<file path="src/rtl/trg_seq_ctrl.sv">
// Trigger sequencer: merges hit and external trigger requests, issues a fixed-width
// trigger pulse, then holds off through a latched dead time and any downstream busy.
module trg_seq_ctrl #(
    parameter int unsigned PULSE_W = 4,
    parameter int unsigned DEAD_W  = 16
) (
    input  logic              clk_i,
    input  logic              rst_i,
    input  logic              hit_trg_i,
    input  logic              ext_trig_i,
    input  logic              ext_en_i,
    input  logic              busy_i,
    input  logic [3:0]        si_busy_i,
    input  logic [DEAD_W-1:0] dead_cfg_i,
    input  logic              cnt_clr_i,
    output logic              logic_trg_o,
    output logic              trg_src_o,
    output logic [31:0]       trg_cnt_o,
    output logic [15:0]       lost_cnt_o,
    output logic              dead_o
);

    typedef enum logic [1:0] {
        IDLE      = 2'd0,
        FIRE      = 2'd1,
        DEAD      = 2'd2,
        WAIT_BUSY = 2'd3
    } state_t;

    localparam logic [3:0]        PULSE_LAST = 4'(PULSE_W - 1);
    localparam logic [DEAD_W-1:0] DEAD_ONE   = 1;

    state_t            state_q, state_d;
    logic [3:0]        pulse_cnt_q, pulse_cnt_d;
    logic [DEAD_W-1:0] dead_len_q, dead_len_d;
    logic [DEAD_W-1:0] dead_cnt_q, dead_cnt_d;
    logic              logic_trg_q, logic_trg_d;
    logic              dead_q, dead_d;
    logic              trg_src_q, trg_src_d;
    logic [31:0]       trg_cnt_q, trg_cnt_d;
    logic [15:0]       lost_cnt_q, lost_cnt_d;

    logic req;
    logic blk;
    logic accept;
    logic reject;

    assign req    = hit_trg_i | (ext_trig_i & ext_en_i);
    assign blk    = busy_i | (|si_busy_i);
    assign accept = (state_q == IDLE) & req & ~blk;
    assign reject = req & ((state_q != IDLE) | blk);

    // Once the fixed hold-off ends, WAIT_BUSY is only entered when something is still busy.
    always_comb begin
        state_d     = state_q;
        pulse_cnt_d = pulse_cnt_q;
        dead_len_d  = dead_len_q;
        dead_cnt_d  = dead_cnt_q;
        trg_src_d   = trg_src_q;
        unique case (state_q)
            IDLE: begin
                if (accept) begin
                    state_d     = FIRE;
                    pulse_cnt_d = '0;
                    dead_len_d  = dead_cfg_i;
                    trg_src_d   = ~hit_trg_i;
                end
            end
            FIRE: begin
                if (pulse_cnt_q == PULSE_LAST) begin
                    if (dead_len_q != '0) begin
                        state_d    = DEAD;
                        dead_cnt_d = dead_len_q - DEAD_ONE;
                    end else begin
                        state_d = blk ? WAIT_BUSY : IDLE;
                    end
                end else begin
                    pulse_cnt_d = pulse_cnt_q + 4'd1;
                end
            end
            DEAD: begin
                if (dead_cnt_q == '0) begin
                    state_d = blk ? WAIT_BUSY : IDLE;
                end else begin
                    dead_cnt_d = dead_cnt_q - DEAD_ONE;
                end
            end
            WAIT_BUSY: begin
                if (!blk) begin
                    state_d = IDLE;
                end
            end
            default: state_d = IDLE;
        endcase
    end

    // Outputs are registered from the next state so they line up with the state register.
    always_comb begin
        logic_trg_d = (state_d == FIRE);
        dead_d      = (state_d != IDLE);

        trg_cnt_d = trg_cnt_q;
        if (cnt_clr_i) begin
            trg_cnt_d = '0;
        end else if (accept && (trg_cnt_q != '1)) begin
            trg_cnt_d = trg_cnt_q + 32'd1;
        end

        lost_cnt_d = lost_cnt_q;
        if (cnt_clr_i) begin
            lost_cnt_d = '0;
        end else if (reject && (lost_cnt_q != '1)) begin
            lost_cnt_d = lost_cnt_q + 16'd1;
        end
    end

    always_ff @(posedge clk_i or posedge rst_i) begin
        if (rst_i) begin
            state_q     <= IDLE;
            pulse_cnt_q <= '0;
            dead_len_q  <= '0;
            dead_cnt_q  <= '0;
            logic_trg_q <= 1'b0;
            dead_q      <= 1'b0;
            trg_src_q   <= 1'b0;
            trg_cnt_q   <= '0;
            lost_cnt_q  <= '0;
        end else begin
            state_q     <= state_d;
            pulse_cnt_q <= pulse_cnt_d;
            dead_len_q  <= dead_len_d;
            dead_cnt_q  <= dead_cnt_d;
            logic_trg_q <= logic_trg_d;
            dead_q      <= dead_d;
            trg_src_q   <= trg_src_d;
            trg_cnt_q   <= trg_cnt_d;
            lost_cnt_q  <= lost_cnt_d;
        end
    end

    assign logic_trg_o = logic_trg_q;
    assign dead_o      = dead_q;
    assign trg_src_o   = trg_src_q;
    assign trg_cnt_o   = trg_cnt_q;
    assign lost_cnt_o  = lost_cnt_q;

endmodule

</file>
<file path="config.mk">
export PLATFORM = sky130hd
export DESIGN_NAME = trg_seq_ctrl
export DESIGN_NICKNAME = d
export VERILOG_FILES = /design/src/rtl/trg_seq_ctrl.sv
export SDC_FILE = /design/constraint.sdc
export NUM_CORES = 1
export LEC_CHECK = 0
export ABC_CLOCK_PERIOD_IN_PS = 3700
export BUFFER_PORTS_ARGS = -buffer_cell sky130_fd_sc_hd__buf_2
export CORE_ASPECT_RATIO = 0.75
export CORE_UTILIZATION = 25
export CTS_CLUSTER_SIZE = 24
export DETAILED_ROUTE_END_ITERATION = 6
export SLEW_MARGIN = 25
export SYNTH_ARGS = -nofsm -noshare
export SYNTH_HDL_FRONTEND = slang
export SYNTH_SLANG_ARGS = --single-unit
</file>
<file path="constraint.sdc">
create_clock -name clk_i -period 3.7 [get_ports clk_i]
set_clock_uncertainty 0.1 [all_clocks]
set_input_delay 0.185 -clock clk_i [delete_from_list [all_inputs] [get_ports clk_i]]
set_output_delay 0.185 -clock clk_i [all_outputs]
set_load 0.02 [all_outputs]
</file>
=== Yosys cells after proc, flatten, opt, wreduce, memory -nomap -nowiden ===
Index checks and enable logic that the tools add are counted.

* Bitwise gates (word level): 9
* $add $sub $neg: 5
* Reductions and logical operators: 15
* Equality and inequality tests: 12
* Mux-type cells: 18

{| class="wikitable"
|+ Operator list
! kind !! count
|-
| two-way mux 16 bit || 5
|-
| two-way mux 32 bit || 2
|-
| adder 32 x 1 -> 32 bit (second input constant) || 1
|-
| != test 32 bit (second input constant) || 1
|-
| case mux 16 bit (2 select lines) || 1
|-
| subtractor 16 x 1 -> 16 bit (second input constant) || 2
|-
| adder 16 x 1 -> 16 bit (second input constant) || 1
|-
| logical NOT 16 bit || 1
|-
| != test 16 bit (second input constant) || 1
|-
| nonzero test 16 bit || 1
|-
| two-way mux 2 bit || 6
|-
| nonzero test 2 bit || 6
|-
| != test 2 bit (second input constant) || 5
|-
| two-way mux 4 bit || 2
|-
| case mux 2 bit (4 select lines) || 1
|-
| case mux 4 bit (2 select lines) || 1
|-
| adder 4 x 1 -> 4 bit (second input constant) || 1
|-
| AND 1 bit || 4
|-
| == test 2 x 1 -> 1 bit (second input constant) || 2
|-
| == test 2 bit (second input constant) || 2
|-
| == test 4 x 2 -> 1 bit (second input constant) || 1
|-
| AND reduction 4 bit || 1
|-
| OR reduction 4 bit || 1
|-
| OR 1 bit || 3
|-
| other kinds (5) || 7
|}

* Input bits: 27
* Flip-flop bits (word level): 89
* Word-level logic and storage cells: 68

=== Depth between registers and ports, before layout ===
Gate-level depths: netlist of the first run.

* Depth after elaboration: 7
* Mapped depth: 12
* Gate-level depth less buffers: 9

=== Worst setup path before layout of the first run ===
OpenSTA, ideal clock, no wires.

* Kind: reg-to-reg
* Start: register state_q[1]
* End: register dead_cnt_q[10]
* Cell stages (with the launch flop): 13
* Slack: 0.450 ns
* Path buffers: 4
* Required time: 3.520 ns
* Arrival time: 3.070 ns
* Period minus slack after synthesis: 3.250 ns
* Cells stage by stage: dfrtp_1 > buf_4 > nand2b_4 > buf_8 > clkbuf_1 > clkbuf_1 > mux2i_1 > ha_1 > o211ai_1 > or3_4 > a2111oi_4 > mux2_4 > o211ai_2

* Word-level cells in the longest chain between the ends: 3

{| class="wikitable"
|+ RTL lines
! element !! line !! source
|-
| start: declaration || 33 || <nowiki>state_t state_q, state_d;</nowiki>
|-
| start signal: assignment || 129 || <nowiki>state_q <= state_d;</nowiki>
|-
| == test 2 bit / == test 2 x 1 -> 1 bit (equally long branches) || 60 || <nowiki>unique case (state_q)</nowiki>
|-
| != test 2 bit (no source line) / nonzero test 2 bit (equally long branches) || - ||
|-
| AND reduction 4 bit (no source line) || - ||
|-
| end signal: assignment || 132 || <nowiki>dead_cnt_q <= dead_cnt_d;</nowiki>
|-
| end: declaration || 36 || <nowiki>logic [DEAD_W-1:0] dead_cnt_q, dead_cnt_d;</nowiki>
|}

Parallel ways exist; a longest one is shown, timed or not.
A chain may end at the register's enable or synchronous reset.

=== Worst setup path in the final report of the first run ===
* Start: register state_q[0]
* End: register dead_cnt_q[10]

The elaborated chain is that of the path after synthesis.

==> results.md, run 1 <==
* Post-synth EDFFs at 0
* Gate power share at 33.2%
* Clk_lat worst skew at 0.35 ns
* Status: finished with violations
* Die width at 166 um
* # setup viols final at 0
* CP delay by family, top: simple AND/OR/NAND/NOR gates
* Failing checks: design-rule violations
* Crit path capture type: flip-flop
* Max VDD drop at 0.206 mV
* Switching portion of total power at 38.5%
* Vias in the first global route at 4063
* Worst slack at placement at 0.592 ns
* Hold Crit Class: in2reg
* Total Neg Setup Slack at 0 ns
* Cell Rows at 44
* Top cells by area, synth: dfrtp_1, nor2_1, nand2_1
* Pleak at 2.80 nW
* Post-synthesis sequential area ratio at 44.1%
* IO Count at 78
* Largest net degree at the start of global routing at 55
* Core area at 19500 sq um
* WHS at 0.124 ns
* PnR worst setup slack at 0.581 ns
* CTS tree: built
* Top_reg_cell synth: dfrtp_1
* Via count at 4379
* Largest family of logic cells by synthesized area: simple AND/OR/NAND/NOR gates
* Crit path buf inv count at 1
* Hpwl dp at 9120 um
* Clk buf depth at 2
* Post-Synth XOR/XNOR Area at 7.46%
* Die ar. at 20800 sq um
* Mean Syn Cell Area at 8.92 sq um
* Post-route ant nets at 0
* CP most frequent cell: mux2_4
* Overall Power at 3.55 mW
* Post-synth ARST share at 100%
* Placer Congestion at 0.833
* Post-Synthesis Cells at 566
* P per Cell Area at 574 nW/um^2
* Post-cts resize count at 0
* DRT Pass-1 Iters at 6
* Antenna cells at 0
* Post-Syn Nets at 597
* Die Ht at 125 um
* Global-route wire length before repair at 21500 um
* WS Path Type: reg2reg
* CP required at 3.87 ns
* Worst-path fanout max at 14
* CP max stage cell: dfrtp_1
* Starting Density at 25.8%
* Clk sinks at 89
* Total Wirelength at 13000 um
* Worst setup SP type: flip-flop
* DRC at 3
* Synth top cells by count: dfrtp_1, nor2_1, nand2_1
* # nets final at 686
* Fin. Hold Viols at 0
* Slew @ Worst Pin at 0.883 ns
* Int Pwr at 2.18 mW
* Post-CTS Repair Setup Buffers at 0
* Yosys warns at 0
* Top cell type's share of synthesized area at 44.1%
* Fraction of layout cells with a size suffix above 1 at 18.0%
* FMAX at 0.321 GHz
* Antenna violations before repair at 0
* Min Tclk post-route at 3.12 ns
* Clk pwr share at 27.4%
* Synth area leader: dfrtp_1
* Sequential share of power at 39.5%
* Cell Chain, Critical Path: nand2b_4, mux2_4, inv_1, ha_1, o211ai_1, or3_4, a2111oi_4, mux2_4, o211ai_2
* Flops & latches, synth at 89
* Net Sw Power at 1.36 mW
* Critical Path AT at 3.29 ns
* Initial DRC count at 244
* Htree depth at 3
* Distinct cells, synth at 61
* Adder-cell share of the synthesized area at 0.991%
* GRT overflow at 0
* Multiplexer share of the synthesized area at 3.89%
* Largest stage delay on the critical path at 0.48 ns
* Slew Viols, Final at 0
* Slew Limit Headroom at 41.1%
* Reg clk slew, reported paths at 0.07 ns
* Filler instances at 2086
* MaxCap Viol Count at 0
* Overall Global Routing Usage at 12.9%
* Vias per cell at 4.80
* IO Port Bufs at 77
* P&R area growth vs syn at 22.4%
* WL/cell at 14.2 um
* CTS buffer count at 9
* Cell Area, Synth at 5050 sq um
* Post-synthesis simple-gate area fraction at 29.5%
* RSZ-0062 raised after global routing: false
* Synth Area in Compound Gates at 10.8%
* Period utilisation layout at 84.3%
* Root Driver: clkbuf_16
==> per-stage QoR <==
stage          std cells  utilization, %  instance area [sq um]
3_5_place_dp         879            29.1                   5690
3_3_place_gp         879            29.1                   5690
5_1_grt              913            31.6                   6180
2_1_floorplan        566               -                   5050
4_1_cts              913            31.6                   6180
6_report             913            31.6                   6180
==> final cells by class <==
| cell class | instances | area [sq um] | area share, % |
|---|---|---|---|
| Multi-Input combinational cell | 441 | 2660 | 43.0 |
| Timing Repair Buffer | 103 | 626 | 10.1 |
| Tap cell | 253 | 317 | 5.12 |
| Clock buffer | 9 | 225 | 3.64 |
| Sequential cell | 89 | 2230 | 36.0 |
| Clock inverter | 7 | 85.1 | 1.38 |
| Inverter | 11 | 43.8 | 0.709 |
==> sequential cells by signal (all words and copies together), names as in the netlist <==
register and count:
trg_cnt_o 32, dead_cnt_q 16, dead_len_q 16, lost_cnt_o 16, pulse_cnt_q 4, state_q 2, dead_o 1, logic_trg_o 1
trg_src_o 1
==> worst register-to-register path, stage by stage (launching register included) <==
cell	delay, ns
dfrtp_1	0.48
nand2b_4	0.29
mux2_4	0.37
inv_1	0.08
ha_1	0.29
o211ai_1	0.22
or3_4	0.44
a2111oi_4	0.39
mux2_4	0.34
o211ai_2	0.06
==> what timing repair did <==
item	CTS	global route
setup endpoints to repair	0	0
hold endpoints to repair	69	0
hold buffers	18	0
==> per-layer routing <==
metal	track usage [%]	vias up	wire length [um]
met2	17.4	111	5130
met5	0	-	0
li1	-	2176	-
met4	2.97	0	74
met1	19.8	2087	6970
met3	3.61	5	775
==> logic make-up (layout without fill, tap and decap cells) <==
kind of cell / Yosys count / after routing
DFF: 89 / 89
AOI/OAI and AO/OA: 78 / 78
muxes: 18 / 18
buffers and inverters: 36 / 130
xor gates and xnor gates: 43 / 43
adders and majority gates: 4 / 4
and+or+nand+nor: 298 / 298
==> power groups by stage <==
stage | Combinational (mW) | Sequential, mW | Clock (mW)
after floorplan | 0.946 | 1.34 | 0
after global placement | 1.14 | 1.41 | 0
after detailed placement | 1.15 | 1.42 | 0
after CTS | 1.17 | 1.40 | 1.01
after global routing | 1.32 | 1.44 | 1.06
final | 1.18 | 1.40 | 0.971
==> cells in the final DEF (no fill, tap or decap), types with 3 or more instances in the layout <==
master         Yosys  routed
inv_1             11      10
nor3_1            13      13
and2_1             7       7
clkbuf_16          0       9
dlygate4sd3_1      0      18
dfrtp_1           89      89
a21o_1             3       3
nor4_1            12      12
a31oi_1            8       8
nand2_1           82      82
xnor2_1           19      19
nor2_1            89      89
nand2b_1           5       5
o21ai_0           19      19
nor2b_1            3       3
buf_4              4       8
nand3b_1           5       5
ha_1               4       4
o211ai_1           5       5
nand4_1           16      16
mux2i_1           13      13
a211o_1            3       3
a21oi_1           16      16
and3_1            12      12
buf_2              3      77
nand3_1           24      24
xor2_1            24      24
or3_1              9       9
and4_1             6       6
==> path summary, 6_finish.rpt <==
path                                                 from                          to  slack, ns  depth (start not counted)
min in group asynchronous                           rst_i   lost_cnt_o[3]$_DFFE_PP0P_       0.41                          3
worst max register to register       state_q[0]$_DFF_PP0_  dead_cnt_q[10]$_DFFE_PP0P_       0.58                          9
max in group asynchronous                           rst_i  pulse_cnt_q[3]$_DFFE_PP0P_       2.36                          4
worst min register to register  dead_cnt_q[0]$_DFFE_PP0P_   dead_cnt_q[0]$_DFFE_PP0P_       0.43                          2
worst min-delay path                               busy_i       trg_src_o$_DFFE_PP0P_       0.12                          3
worst max-delay path                 state_q[0]$_DFF_PP0_  dead_cnt_q[10]$_DFFE_PP0P_       0.58                          9
Power figures use the tool's default switching activity.
==> run 2: changes to the inputs <==
--- a/config.mk
+++ b/config.mk
@@ -5,7 +5,8 @@
 export SDC_FILE = /design/constraint.sdc
 export NUM_CORES = 1
 export LEC_CHECK = 0
-export ABC_CLOCK_PERIOD_IN_PS = 3700
+export ABC_AREA = 1
+export ABC_CLOCK_PERIOD_IN_PS = 3220
 export BUFFER_PORTS_ARGS = -buffer_cell sky130_fd_sc_hd__buf_2
 export CORE_ASPECT_RATIO = 0.75
 export CORE_UTILIZATION = 25
==> constraint.sdc (replaced) <==
create_clock -name clk_i -period 3.22 [get_ports clk_i]
set_clock_uncertainty 0.1 [all_clocks]
set_input_delay 0.161 -clock clk_i [delete_from_list [all_inputs] [get_ports clk_i]]
set_output_delay 0.161 -clock clk_i [all_outputs]
set_load 0.02 [all_outputs]
==> run 2 against run 1 <==
Effect of this change:
- the flow now finishes without violations
- synthesized cell count grew 45%
- final area is 10% higher
- combinational power fell by 75%
- total power decreased by 26%
- setup slack improved by 0.19 ns
- sequential power decreased by 15%
- clock power is 18% higher
- critical path type unchanged
- largest cell class unchanged
- highest routed layer unchanged
==> results.md, run 2 <==
* Most frequent cells in the layout: nand2_1, nor2_1, dfrtp_1, nand3_1
* Post-cts resize count at 0 (unchanged)
* Max reg flops at 32 (unchanged)
* CTS buffer count at 9 (unchanged)
* Post-Synthesis Cells at 823 (+45%)
* Die width at 176 um (+5.9%)
* Critical Path AT at 2.59 ns (-0.70 ns)
* Synth area leader: dfrtp_1
* Crit path capture type: flip-flop
* Area occupied by multi-input gates at 2960 sq um (+11%)
* Leading cell type in the layout, fill and taps excluded: nand2_1
* Htree depth at 3 (unchanged)
* Post-synthesis sequential area ratio at 39.3% (-4.8 points)
* CTS tree: built
* Post-CTS Repair Setup Buffers at 0 (unchanged)
* Via count at 5483 (+25%)
* Largest net degree at the start of global routing at 49 (-11%)
* Clk buf depth at 2 (unchanged)
* FMAX at 0.409 GHz (+28%)
* Status: completed
* Min Tclk post-route at 2.44 ns (-0.675 ns)
* Vias per cell at 4.53 (-5.6%)
* Slew @ Worst Pin at 0.778 ns (-0.105 ns)
* RSZ-0062 raised after global routing: false
* # setup viols final at 0 (unchanged)
* # nets final at 943 (+37%)
* Worst slack at placement at 0.783 ns (+0.191 ns)
* GRT overflow at 0 (unchanged)
* Mean Syn Cell Area at 6.89 sq um (-23%)
* Die ar. at 23300 sq um (+12%)
* Antenna cells at 0 (unchanged)
* Core area at 22200 sq um (+13%)
* Antenna violations before repair at 0 (unchanged)
* Post-synth EDFFs at 0 (unchanged)
* Layout Cells excl Fill at 1211 (+33%)
* Area post-placement at 6330 sq um (+11%)
* Yosys warns at 0 (unchanged)
* Clk_lat worst skew at 0.36 ns (about the same)
* CP required at 3.37 ns (-0.50 ns)
* MaxCap Viol Count at 0 (unchanged)
* Vias in the first global route at 5247 (+29%)
* Pleak at 3.46 nW (+24%)
* IO Count at 78 (unchanged)
* DRT Pass-1 Iters at 5 (-1)
* Top cell type's share of synthesized area at 39.3% (-4.8 points)
* Top_reg_cell synth: dfrtp_1
* PnR worst setup slack at 0.775 ns (+0.195 ns)
* Placed Cells at 1177 (+34%)
* Root Driver: clkbuf_16
* Distinct cells, synth at 37 (-39%)
* Flops & latches, synth at 89 (unchanged)
* Cell Area, Synth at 5670 sq um (+12%)
* Synth top cells by count: nand2_1, nor2_1, dfrtp_1
* Cell Rows at 47 (+6.8%)
* Global-route wire length before repair at 26900 um (+25%)
* Fin. Hold Viols at 0 (unchanged)
* Die Ht at 132 um (+5.8%)
* IO Port Bufs at 77 (unchanged)
* Slew Limit Headroom at 48.1% (+6.9 points)
* WHS at 0.135 ns (+0.0108 ns)
* P per Cell Area at 387 nW/um^2 (-33%)
* Hold Crit Class: in2reg
* Max VDD drop at 0.196 mV (-5.0%)
* Most common cell in the netlist: nand2_1
* Hpwl dp at 11600 um (+27%)
* Top cells by area, synth: dfrtp_1, nand2_1, nand3_1
* Reg clk slew, reported paths at 0.07 ns (about the same)
* WS Path Type: reg2reg
* Finished Cell Area at 6830 sq um (+10%)
* P&R area growth vs syn at 20.4%
* Period utilisation layout at 75.9% (-8.4 points)
* Initial DRC count at 457 (+87%)
* Total Neg Setup Slack at 0 ns (unchanged)
* Slew Viols, Final at 0 (unchanged)
* Post-synth ARST share at 100% (unchanged)
* FF/Latch Area at 2230 sq um (unchanged)
* Starting Density at 25.6% (-0.27 points)
* Total Wirelength at 15900 um (+23%)
* Post-Syn Nets at 854 (+43%)
* Fraction of layout cells with a size suffix above 1 at 15.3% (-2.8 points)
* WL/cell at 13.2 um (-7.2%)
* Final core utilization at 30.8% (-0.83 points)
* Worst-path fanout max at 25 (+11)
* Overall Power at 2.64 mW (-26%)
* Post-route ant nets at 0 (unchanged)
* Filler instances at 2391 (+15%)
* Placer Congestion at 0.853 (+2.4%)
* Clk sinks at 89 (unchanged)
* Overall Global Routing Usage at 14.4% (+1.5 points)
* DRC at 0 (-3)
* Worst setup SP type: flip-flop
* Number of hold buffers added after CTS at 18 (unchanged)
==> run 2: changes by cell type after synthesis, moves of 10 or more <==
cell | previous run | this run
o21ai_0 | 19 | 35
nand2_2 | 1 | 14
a21oi_1 | 16 | 3
inv_1 | 11 | 78
and3_1 | 12 | 0
nand4_1 | 16 | 32
o21ai_1 | 0 | 10
nand3_1 | 24 | 85
mux2i_1 | 13 | 0
nand2_1 | 82 | 284
nor4_1 | 12 | 0
==> run 2: where the power goes <==
part / leakage [nW] / internal [mW] / switching [mW] / total, mW
clock network: 0.152 / 0.670 / 0.485 / 1.15
registers: 1.07 / 1.16 / 0.0299 / 1.19
logic: 2.24 / 0.102 / 0.194 / 0.296
==> run 2: logic make-up after synthesis <==
family	synth area share, %
AOI/OAI and AO/OA	5.70
and+or+nand+nor	41.5
DFF	39.3
buffers and inverters	8.46
adders and majority gates	0.883
xor gates and xnor gates	4.17
==> run 2: layer usage <==
metal  vias to the layer above  part of all wire, %  global-route usage [%]
met2                       161                   43                    21.7
met4                         0                  1.6                    3.33
met5                         -                    0                       0
li1                       2807                    -                       -
met3                        17                  6.0                    3.75
met1                      2498                   50                    20.6
==> run 2: final cells by class <==
class	instances	share of cell area (%)
well taps	294	5.39
multi-input cells	625	43.4
inverters	86	4.84
flip-flops and latches	89	32.6
repair buffers	101	9.13
clock buffers	13	3.96
clock inverters	3	0.678
==> run 2: final timing paths <==
check | end | slack, ns | cells past startpoint | from
max | dead_cnt_q[12]$_DFFE_PP0P_ | 0.78 | 9 | state_q[1]$_DFF_PP0_
max in group asynchronous | trg_cnt_o[25]$_DFFE_PP0P_ | 1.94 | 4 | rst_i
min reg2reg | trg_src_o$_DFFE_PP0P_ | 0.40 | 2 | trg_src_o$_DFFE_PP0P_
min in group asynchronous | lost_cnt_o[13]$_DFFE_PP0P_ | 0.36 | 3 | rst_i
min | trg_cnt_o[17]$_DFFE_PP0P_ | 0.13 | 2 | cnt_clr_i
max reg2reg | dead_cnt_q[12]$_DFFE_PP0P_ | 0.78 | 9 | state_q[1]$_DFF_PP0_
==> run 2: worst max-delay path, cell delays in order (launching register included) <==
cell and delay (ns):
dfrtp_1 0.81, nand2_2 0.44, nand2_1 0.16, nand2_1 0.12
inv_1 0.09, nand2_1 0.10, nor2_4 0.24, nand4_1 0.12
nand3_1 0.10, nand2_1 0.05
==> run 3: changes to the inputs <==
--- a/config.mk
+++ b/config.mk
@@ -5,8 +5,8 @@
 export SDC_FILE = /design/constraint.sdc
 export NUM_CORES = 1
 export LEC_CHECK = 0
-export ABC_AREA = 1
-export ABC_CLOCK_PERIOD_IN_PS = 3220
+export ABC_AREA = 0
+export ABC_CLOCK_PERIOD_IN_PS = 2000
 export BUFFER_PORTS_ARGS = -buffer_cell sky130_fd_sc_hd__buf_2
 export CORE_ASPECT_RATIO = 0.75
 export CORE_UTILIZATION = 25
==> constraint.sdc (replaced) <==
create_clock -name clk_i -period 2 [get_ports clk_i]
set_clock_uncertainty 0.1 [all_clocks]
set_input_delay 0.1 -clock clk_i [delete_from_list [all_inputs] [get_ports clk_i]]
set_output_delay 0.1 -clock clk_i [all_outputs]
set_load 0.02 [all_outputs]
==> run 3 against run 2 <==
Effect of this change:
- the flow now finishes with violations (design-rule violations, negative setup slack)
- maximum frequency increased by 3.4%
- first-iteration DRC count shrank 50%
- non-clock buffer count rose by 143
- worst hold slack got worse by 0.079 ns
- clock power grew 58%
- setup slack worse by 1.1 ns
- largest cell class unchanged
- sequential share of layout area is 4.5 points lower
- final area increased by 17%
- sequential power is 110% higher
==> results.md, run 3 (same netlist as run 1, synthesis figures left out) <==
* Total Wirelength at 15900 um (-0.41%)
* P&R area growth vs syn at 58.2%
* Overall Global Routing Usage at 15.0% (+0.52 points)
* Vias per cell at 4.73 (+4.5%)
* Starting Density at 25.8% (+0.27 points)
* Clk buf depth at 2 (unchanged)
* Reg clk slew, reported paths at 0.07 ns (about the same)
* WL/cell at 15.0 um (+14%)
* Die ar. at 20800 sq um (-11%)
* Vias in the first global route at 4771 (-9.1%)
* Slew @ Worst Pin at 0.692 ns (-0.0866 ns)
* Initial DRC count at 229 (-50%)
* Leading cell type in the layout, fill and taps excluded: buf_4
* P per Cell Area at 1060 nW/um^2 (+170%)
* Die Ht at 125 um (-5.5%)
* PnR worst setup slack at -0.365 ns (-1.14 ns)
* Post-route ant nets at 0 (unchanged)
* Root Driver: clkbuf_16
* Overall Power at 8.44 mW (+220%)
* Core area at 19500 sq um (-12%)
* Hold Crit Class: in2reg
* RSZ-0062 raised after global routing: true
* Total Neg Setup Slack at -3.06 ns (-3.06 ns)
* Placer Congestion at 0.816 (-4.3%)
* Hpwl dp at 10700 um (-7.8%)
* # nets final at 827 (-12%)
* CTS buffer count at 9 (unchanged)
* Htree depth at 3 (unchanged)
* Crit path capture type: flip-flop
* IO Port Bufs at 77 (unchanged)
* MaxCap Viol Count at 0 (unchanged)
* Via count at 4990 (-9.0%)
* Max VDD drop at 0.496 mV (+150%)
* Status: finished with violations
* Worst setup SP type: flip-flop
* FMAX at 0.423 GHz (+3.4%)
* Fin. Hold Viols at 0 (unchanged)
* Worst-path fanout max at 2 (-92%)
* Max reg flops at 32 (unchanged)
* Global-route wire length before repair at 24900 um (-7.4%)
* # setup viols final at 30 (+30)
* CTS tree: built
* Clk_lat worst skew at 0.35 ns (about the same)
* Min Tclk post-route at 2.36 ns (-0.0797 ns)
* Slew Viols, Final at 0 (unchanged)
* Critical Path AT at 2.50 ns (-0.09 ns)
* CP required at 2.14 ns (-1.23 ns)
* Cell Rows at 44 (-6.4%)
* Most frequent cells in the layout: buf_4, nor2_1, nand2_1, buf_2, dfrtp_1
* WS Path Type: reg2reg
* IO Count at 78 (unchanged)
* DRC at 5 (+5)
* DRT Pass-1 Iters at 7 (+2)
* Fraction of layout cells with a size suffix above 1 at 43.1% (+28 points)
* Failing checks: design-rule violations, negative setup slack
* Largest net degree at the start of global routing at 36 (-27%)
* Period utilisation layout at 118% (+42 points)
* Clk sinks at 89 (unchanged)
* Pleak at 3.59 nW (+3.6%)
* Antenna violations before repair at 1 (+1)
* Die width at 166 um (-5.5%)
* Slew Limit Headroom at 53.8% (+5.7 points)
* GRT overflow at 0 (unchanged)
-- run 3: final cells by class --
class	count	area, sq um
antenna	1	2.50
clock buffer	10	239
clock inverter	6	72.6
fill	1878	11600
inverter	11	47.5
multi-input combinational	441	3210
sequential	89	2240
tap	253	317
timing repair buffer	244	1850
-- run 3: stage by stage --
step	std cells	util [%]	cell area (sq um)	hold WS [ns]	setup slack, ns
floorplan	566	-	5110	0.105	-0.750
global placement	990	33.7	6590	0.144	-0.341
detailed placement	990	33.7	6590	0.142	-0.371
CTS	1043	38.5	7530	0.0117	-0.354
global route	1055	40.9	7990	0.0637	-0.480
finish	1055	40.9	7990	0.0554	-0.365
-- run 3: critical path: stages, from the launching register on --
cell,delay [ns]
dfrtp_1,0.38
nand2b_4,0.16
mux2_4,0.32
inv_4,0.06
ha_4,0.12
o211ai_1,0.11
or3_4,0.37
a2111oi_4,0.27
mux2i_1,0.28
o211ai_2,0.09
-- run 3: path summary, 6_finish.rpt --
check	slack, ns	cells past startpoint	end	from
setup / recovery	-0.36	9	dead_cnt_q[10]$_DFFE_PP0P_	state_q[0]$_DFF_PP0_
hold / removal	0.06	2	lost_cnt_o[0]$_DFFE_PP0P_	cnt_clr_i
min in group asynchronous	0.31	3	trg_cnt_o[7]$_DFFE_PP0P_	rst_i
hold reg to reg	0.42	1	dead_cnt_q[6]$_DFFE_PP0P_	dead_cnt_q[6]$_DFFE_PP0P_
setup reg to reg	-0.36	9	dead_cnt_q[10]$_DFFE_PP0P_	state_q[0]$_DFF_PP0_
max in group asynchronous	0.90	4	lost_cnt_o[9]$_DFFE_PP0P_	rst_i
-- run 3: repair_timing --
action,CTS,global route
pin swaps,17,40
hold buffers,18,0
setup endpoints to repair,34,61
resized for setup,68,81
buffers inserted,16,14
gates cloned,3,1
hold endpoints to repair,41,0
-- run 3: routing by layer --
layer	vias to the layer above	share of wire, %	GRT usage, %
li1	2461	-	-
met1	2403	50	21.9
met2	107	44	22.1
met3	19	5.5	3.42
met4	0	1.1	3.52
met5	-	0	0
-- run 3: power by group --
part | internal, mW | switching, mW
clock network | 1.02 | 0.797
logic | 2.10 | 2.01
registers | 2.15 | 0.356
total | 5.27 | 3.17
